File: src/rtl/vend_change_dispenser.sv
// Change dispenser: takes the committed credit, computes the excess over
// PRICE and pays it out largest coin first as timed eject pulses on the
// coin-hopper solenoids. Outputs are registered from the state flops, so
// every output trails the state that produces it by one cycle.
module vend_change_dispenser #(
  parameter int PRICE        = 9,
  parameter int CREDIT_W     = 4,
  parameter int PULSE_CYCLES = 2,
  parameter int GAP_CYCLES   = 3
) (
  input  logic                clk,
  input  logic                reset,
  input  logic                start,
  input  logic [CREDIT_W-1:0] credit,
  output logic                coin_q,
  output logic                coin_d,
  output logic                coin_n,
  output logic                busy,
  output logic                done,
  output logic                underpay,
  output logic [3:0]          coin_count
);

  typedef enum logic [2:0] {
    S_IDLE   = 3'd0,
    S_SELECT = 3'd1,
    S_PULSE  = 3'd2,
    S_GAP    = 3'd3,
    S_DONE   = 3'd4
  } state_t;

  typedef enum logic [1:0] {
    C_QTR  = 2'd0,
    C_DIME = 2'd1,
    C_NICK = 2'd2
  } coin_t;

  localparam logic [CREDIT_W-1:0] QTR_VAL  = CREDIT_W'(5);
  localparam logic [CREDIT_W-1:0] DIME_VAL = CREDIT_W'(2);
  localparam logic [CREDIT_W-1:0] NICK_VAL = CREDIT_W'(1);
  localparam logic [7:0]          PULSE_LAST = 8'(PULSE_CYCLES - 1);
  localparam logic [7:0]          GAP_LAST   = 8'(GAP_CYCLES - 1);

  // Coin counter stops at all-ones rather than wrapping.
  function automatic logic [3:0] sat_inc(input logic [3:0] v);
    return (v == 4'hF) ? v : v + 4'd1;
  endfunction

  // Change owed in nickels; an underpayment owes nothing (no wrap).
  function automatic logic [CREDIT_W-1:0] change_of(input logic [CREDIT_W-1:0] cr);
    logic [31:0] cr_ext;
    cr_ext = 32'(cr);
    return (cr_ext >= 32'(PRICE)) ? CREDIT_W'(cr_ext - 32'(PRICE)) : '0;
  endfunction

  state_t              state_q, state_d;
  coin_t               sel_q, sel_d;
  logic [CREDIT_W-1:0] rem_q, rem_d;
  logic [7:0]          tmr_q, tmr_d;
  logic                upr_q, upr_d;
  logic [3:0]          count_q, count_d;
  logic                qtr_q, qtr_d;
  logic                dime_q, dime_d;
  logic                nick_q, nick_d;
  logic                busy_q, busy_d;
  logic                done_q, done_d;
  logic                underpay_q, underpay_d;

  // Next-state, coin selection and Moore output decode from current state.
  always_comb begin
    state_d    = state_q;
    sel_d      = sel_q;
    rem_d      = rem_q;
    tmr_d      = tmr_q;
    upr_d      = upr_q;
    count_d    = count_q;

    qtr_d      = (state_q == S_PULSE) && (sel_q == C_QTR);
    dime_d     = (state_q == S_PULSE) && (sel_q == C_DIME);
    nick_d     = (state_q == S_PULSE) && (sel_q == C_NICK);
    busy_d     = (state_q == S_SELECT) || (state_q == S_PULSE) || (state_q == S_GAP);
    done_d     = (state_q == S_DONE);
    underpay_d = (state_q == S_DONE) && upr_q;

    case (state_q)
      S_IDLE: begin
        if (start) begin
          rem_d   = change_of(credit);
          upr_d   = (32'(credit) < 32'(PRICE));
          count_d = 4'd0;
          state_d = S_SELECT;
        end
      end
      S_SELECT: begin
        if (rem_q == '0) begin
          state_d = S_DONE;
        end else begin
          if (rem_q >= QTR_VAL) begin
            sel_d = C_QTR;
            rem_d = rem_q - QTR_VAL;
          end else if (rem_q >= DIME_VAL) begin
            sel_d = C_DIME;
            rem_d = rem_q - DIME_VAL;
          end else begin
            sel_d = C_NICK;
            rem_d = rem_q - NICK_VAL;
          end
          count_d = sat_inc(count_q);
          tmr_d   = 8'd0;
          state_d = S_PULSE;
        end
      end
      S_PULSE: begin
        if (tmr_q == PULSE_LAST) begin
          tmr_d   = 8'd0;
          state_d = S_GAP;
        end else begin
          tmr_d = tmr_q + 8'd1;
        end
      end
      S_GAP: begin
        if (tmr_q == GAP_LAST) begin
          tmr_d   = 8'd0;
          state_d = S_SELECT;
        end else begin
          tmr_d = tmr_q + 8'd1;
        end
      end
      S_DONE: begin
        state_d = S_IDLE;
      end
      default: begin
        state_d = S_IDLE;
      end
    endcase
  end

  // State, datapath and output registers; reset clears everything.
  always_ff @(posedge clk) begin
    if (reset) begin
      state_q    <= S_IDLE;
      sel_q      <= C_QTR;
      rem_q      <= '0;
      tmr_q      <= 8'd0;
      upr_q      <= 1'b0;
      count_q    <= 4'd0;
      qtr_q      <= 1'b0;
      dime_q     <= 1'b0;
      nick_q     <= 1'b0;
      busy_q     <= 1'b0;
      done_q     <= 1'b0;
      underpay_q <= 1'b0;
    end else begin
      state_q    <= state_d;
      sel_q      <= sel_d;
      rem_q      <= rem_d;
      tmr_q      <= tmr_d;
      upr_q      <= upr_d;
      count_q    <= count_d;
      qtr_q      <= qtr_d;
      dime_q     <= dime_d;
      nick_q     <= nick_d;
      busy_q     <= busy_d;
      done_q     <= done_d;
      underpay_q <= underpay_d;
    end
  end

  assign coin_q     = qtr_q;
  assign coin_d     = dime_q;
  assign coin_n     = nick_q;
  assign busy       = busy_q;
  assign done       = done_q;
  assign underpay   = underpay_q;
  assign coin_count = count_q;

endmodule

File: config.mk
export PLATFORM = sky130hd
export DESIGN_NAME = vend_change_dispenser
export DESIGN_NICKNAME = d
export VERILOG_FILES = /design/src/rtl/vend_change_dispenser.sv
export SDC_FILE = /design/constraint.sdc
export NUM_CORES = 1
export LEC_CHECK = 0
export CAP_MARGIN = 20
export CORE_MARGIN = 10
export CORE_UTILIZATION = 65
export DETAILED_ROUTE_END_ITERATION = 10
export DONT_BUFFER_PORTS = 1
export PLACE_DENSITY = 0.93
export RECOVER_POWER = 100
export SYNTH_ARGS = -nofsm -noshare
export SYNTH_HDL_FRONTEND = slang
export SYNTH_SLANG_ARGS = --single-unit
File: constraint.sdc
create_clock -name clk -period 2.7 [get_ports clk]
set_input_delay 0.54 -clock clk [delete_from_list [all_inputs] [get_ports clk]]
set_output_delay 0.54 -clock clk [all_outputs]
set_load 0.02 [all_outputs]
==> run metrics <==
TNS Setup 0 ns; first-pass GRT wire length 6420 um; drt drc 0; largest family of logic cells by synthesized area simple AND/OR/NAND/NOR gates; endpoint class of the critical path flip-flop; synth top area cells dfxtp_1, ha_1, nor2_1, nor3_1, o21ai_0; Worst-Skew Late Latency 0.34 ns; met3 global-route usage 3.72%; M1 GR Usage 17.7%; Synth warnings 0; Design Area, Final 1720 um2; critical path's slowest cell a211oi_1; placer congestion estimate 0.941; drt first pass iters 4; sequential power share 40.7%; status finished clean; reg2reg setup slack 0.50 ns; clock share of power 20.0%; Synth Area in Simple Gates 26.7%; Setup violations, final 0; Total Routing Usage GR 14.9%; largest net degree at the start of global routing 28; H-Tree Depth 1; leak pwr 0.000634 uW; Seq. cell area 561 um2; Worst Hold End state_q[0]$_SDFFE_PP0P_; core area 2500 um2; I/O pins 17; # fillers 194; FP Rows 18; share of layout cells above drive strength 1 5.73%; worst setup path category flip-flop to flip-flop; actual slew at the worst max-slew pin 0.639 ns; fin crit share 81.4%; Placed Cells 218; Fin. Hold Viols 0; post-synthesis compound-gate area fraction 19.5%; Setup WS post-layout 0.503 ns; most instantiated cells after synthesis dfxtp_1, nor2_1, ha_1; post-synthesis sequential area ratio 32.4%; Avg Inst Size Synth 8.73 um2; path depth of the worst reg2reg path 6; max-slew violations 0; area of the multi-input gates 1030 um2; Total Wirelength 3730 um; Root Buffer clkbuf_4; CTS resizes 0; critical path arrival 2.47 ns; net count after synthesis 219; Sink Count 28; Crit path largest cell delay 0.55 ns; Buffers on Ports 0; post-synthesis xor/xnor area fraction 2.53%; die span in x 71.6 um; Internal Power 832 uW; Die ar. 5120 um2; fmax 455 MHz; CP required 2.98 ns; max-cap viol count 0; Peak VDD IR 0.558 mV; Crit Reg-Reg Endpoint tmr_q[2]$_SDFFE_PP0P_; Placed Area 1700 um2; Post-synth top flop dfxtp_1; cells after synthesis 198; Hold Path Stages 1; Comb pwr share 39.3%; clk slew on worst S/H paths 0.16 ns; DR vias 1,404; HP Start reset; crit-path max FO 8; ys async rst share 0%; Antenna Cells 0; CP Launch Type flip-flop; Final Skew 0.00727 ns; R2R Path Start rem_q[1]$_SDFFE_PP0P_; Initial Util 69.2%; number of synthesized flops with an enable pin 0; Distinct cells, synth 51; initial antenna violation count 0; final core occ 68.8%; # hold bufs at CTS 0; grt ovf 0; GR peak layer met2; vias in the first global route 1,341; Initial DRC Count 149; Setup Fix Bufs, Post-CTS 0; pwr dens 811 nW/um2; fin crit period 2.20 ns; nets@finish 214; Routed Antenna Nets 0; area share of the largest cell type after synthesis 32.4%; switching part of the total 40.4%; crit path from rem_q[1]$_SDFFE_PP0P_; total CTS buffers 3; Non-Filler Instances 222; DP HPWL 2850 um; Avg Vias per Cell 6.32; Yosys reg bits 28; unrepaired setup endpoints after global routing no; Clock Path Buffers 2; CP Cell Sequence inv_1 > ha_1 > or3b_1 > a211oi_1 > a21oi_1 > mux2i_1; dpl ws 0.639 ns; height of the die 71.6 um; Synth Area in Adders 10.1%; Area growth, synth to finish -0.506%; cell accounting for the most synthesized area dfxtp_1; count leader, synth dfxtp_1; Worst Hold Class input port to flip-flop; CTS tree yes; mux cell area share after synthesis 2.39%; Net Sw Power 564 uW; Max-Slew Margin vs Limit 57.3%; WL/cell 16.8 um; mapped cell area 1730 um2; GRT met2 Usage 25.3%
## cells by family (layout without fill, tap and decap cells)
group | count (synthesis) | in the layout
flops | 28 | 28
xor+xnor | 5 | 5
simple gates | 85 | 85
compound gates | 41 | 41
mux | 4 | 4
buf+inv | 21 | 15
fa+ha+maj | 14 | 14
## registers in the layout, indices dropped and copies added (netlist names), 2 cells and up
| signal | count |
|---|---|
| rem_q | 4 |
| sel_q | 2 |
| state_q | 3 |
| coin_count | 4 |
| tmr_q | 8 |
## routing by layer
metal  vias to the layer above  part of all wire (%)
li1                        692                     -
met1                       667                    41
met2                        39                    51
met3                         6                   6.2
met4                         0                   1.9
met5                         -                     0
## stage by stage
step | hold slack [ns] | power [uW]
final | 0.245 | 1400
after global placement | 0.452 | 1100
after global routing | 0.226 | 1480
after floorplan | 0.431 | 1070
after detailed placement | 0.467 | 1150
after CTS | 0.238 | 1420
## power groups by stage
stage          Sequential [uW]  Combinational, uW  Clock [uW]
3_5_place_dp               575                572           0
4_1_cts                    565                577         282
5_1_grt                    580                610         295
6_report                   568                548         279
2_1_floorplan              524                543           0
3_3_place_gp               568                529           0
## worst max-delay path by stage
stage	end	slack, ns	cells after the start
6_report	tmr_q[2]$_SDFFE_PP0P_	0.50	6
5_1_grt	tmr_q[1]$_SDFFE_PP0P_	0.31	6
4_1_cts	rem_q[1]$_SDFFE_PP0P_	0.60	6
3_5_place_dp	rem_q[1]$_SDFFE_PP0P_	0.64	6
3_3_place_gp	tmr_q[2]$_SDFFE_PP0P_	0.78	6
2_1_floorplan	tmr_q[2]$_SDFFE_PP0P_	0.92	7
## worst max-delay path: cells and delay by family, from the launching register on
family | cells | cell delay [ns]
AO/OA/AOI/OAI | 2 | 0.65
AND/OR/NAND/NOR | 1 | 0.49
flip-flops | 1 | 0.39
adder cells (fa/ha/maj) | 1 | 0.27
buffers and inverters | 1 | 0.20
multiplexers | 1 | 0.15
## final cells by class
class,count,share of cell area [%]
Clock inverter,1,1.75
Tap cell,30,2.18
Inverter,11,2.40
Sequential cell,28,32.6
Clock buffer,3,1.31
Multi-Input combinational cell,149,59.8
## placed cells by master (no fill, tap or decap), types with 2 or more instances in the layout
master,netlist,final
nor4_1,2,2
a21oi_1,8,9
o21ai_0,10,10
inv_1,11,11
nand3_1,8,8
a311oi_1,3,3
clkbuf_4,0,3
nor2_1,17,17
and2_1,5,4
nand2b_1,7,7
nor2b_1,4,4
nor3b_1,5,5
and3_1,2,2
nand4_1,2,2
dfxtp_1,28,28
ha_1,14,14
a211oi_1,2,3
xor2_1,2,2
or3_1,4,4
or3b_1,2,2
nor4b_1,2,2
nor3_1,11,11
nand2_1,11,11
xnor2_1,3,3
a221oi_1,1,2
mux2i_1,3,3
Note: power is estimated with default switching activity, not from simulation.
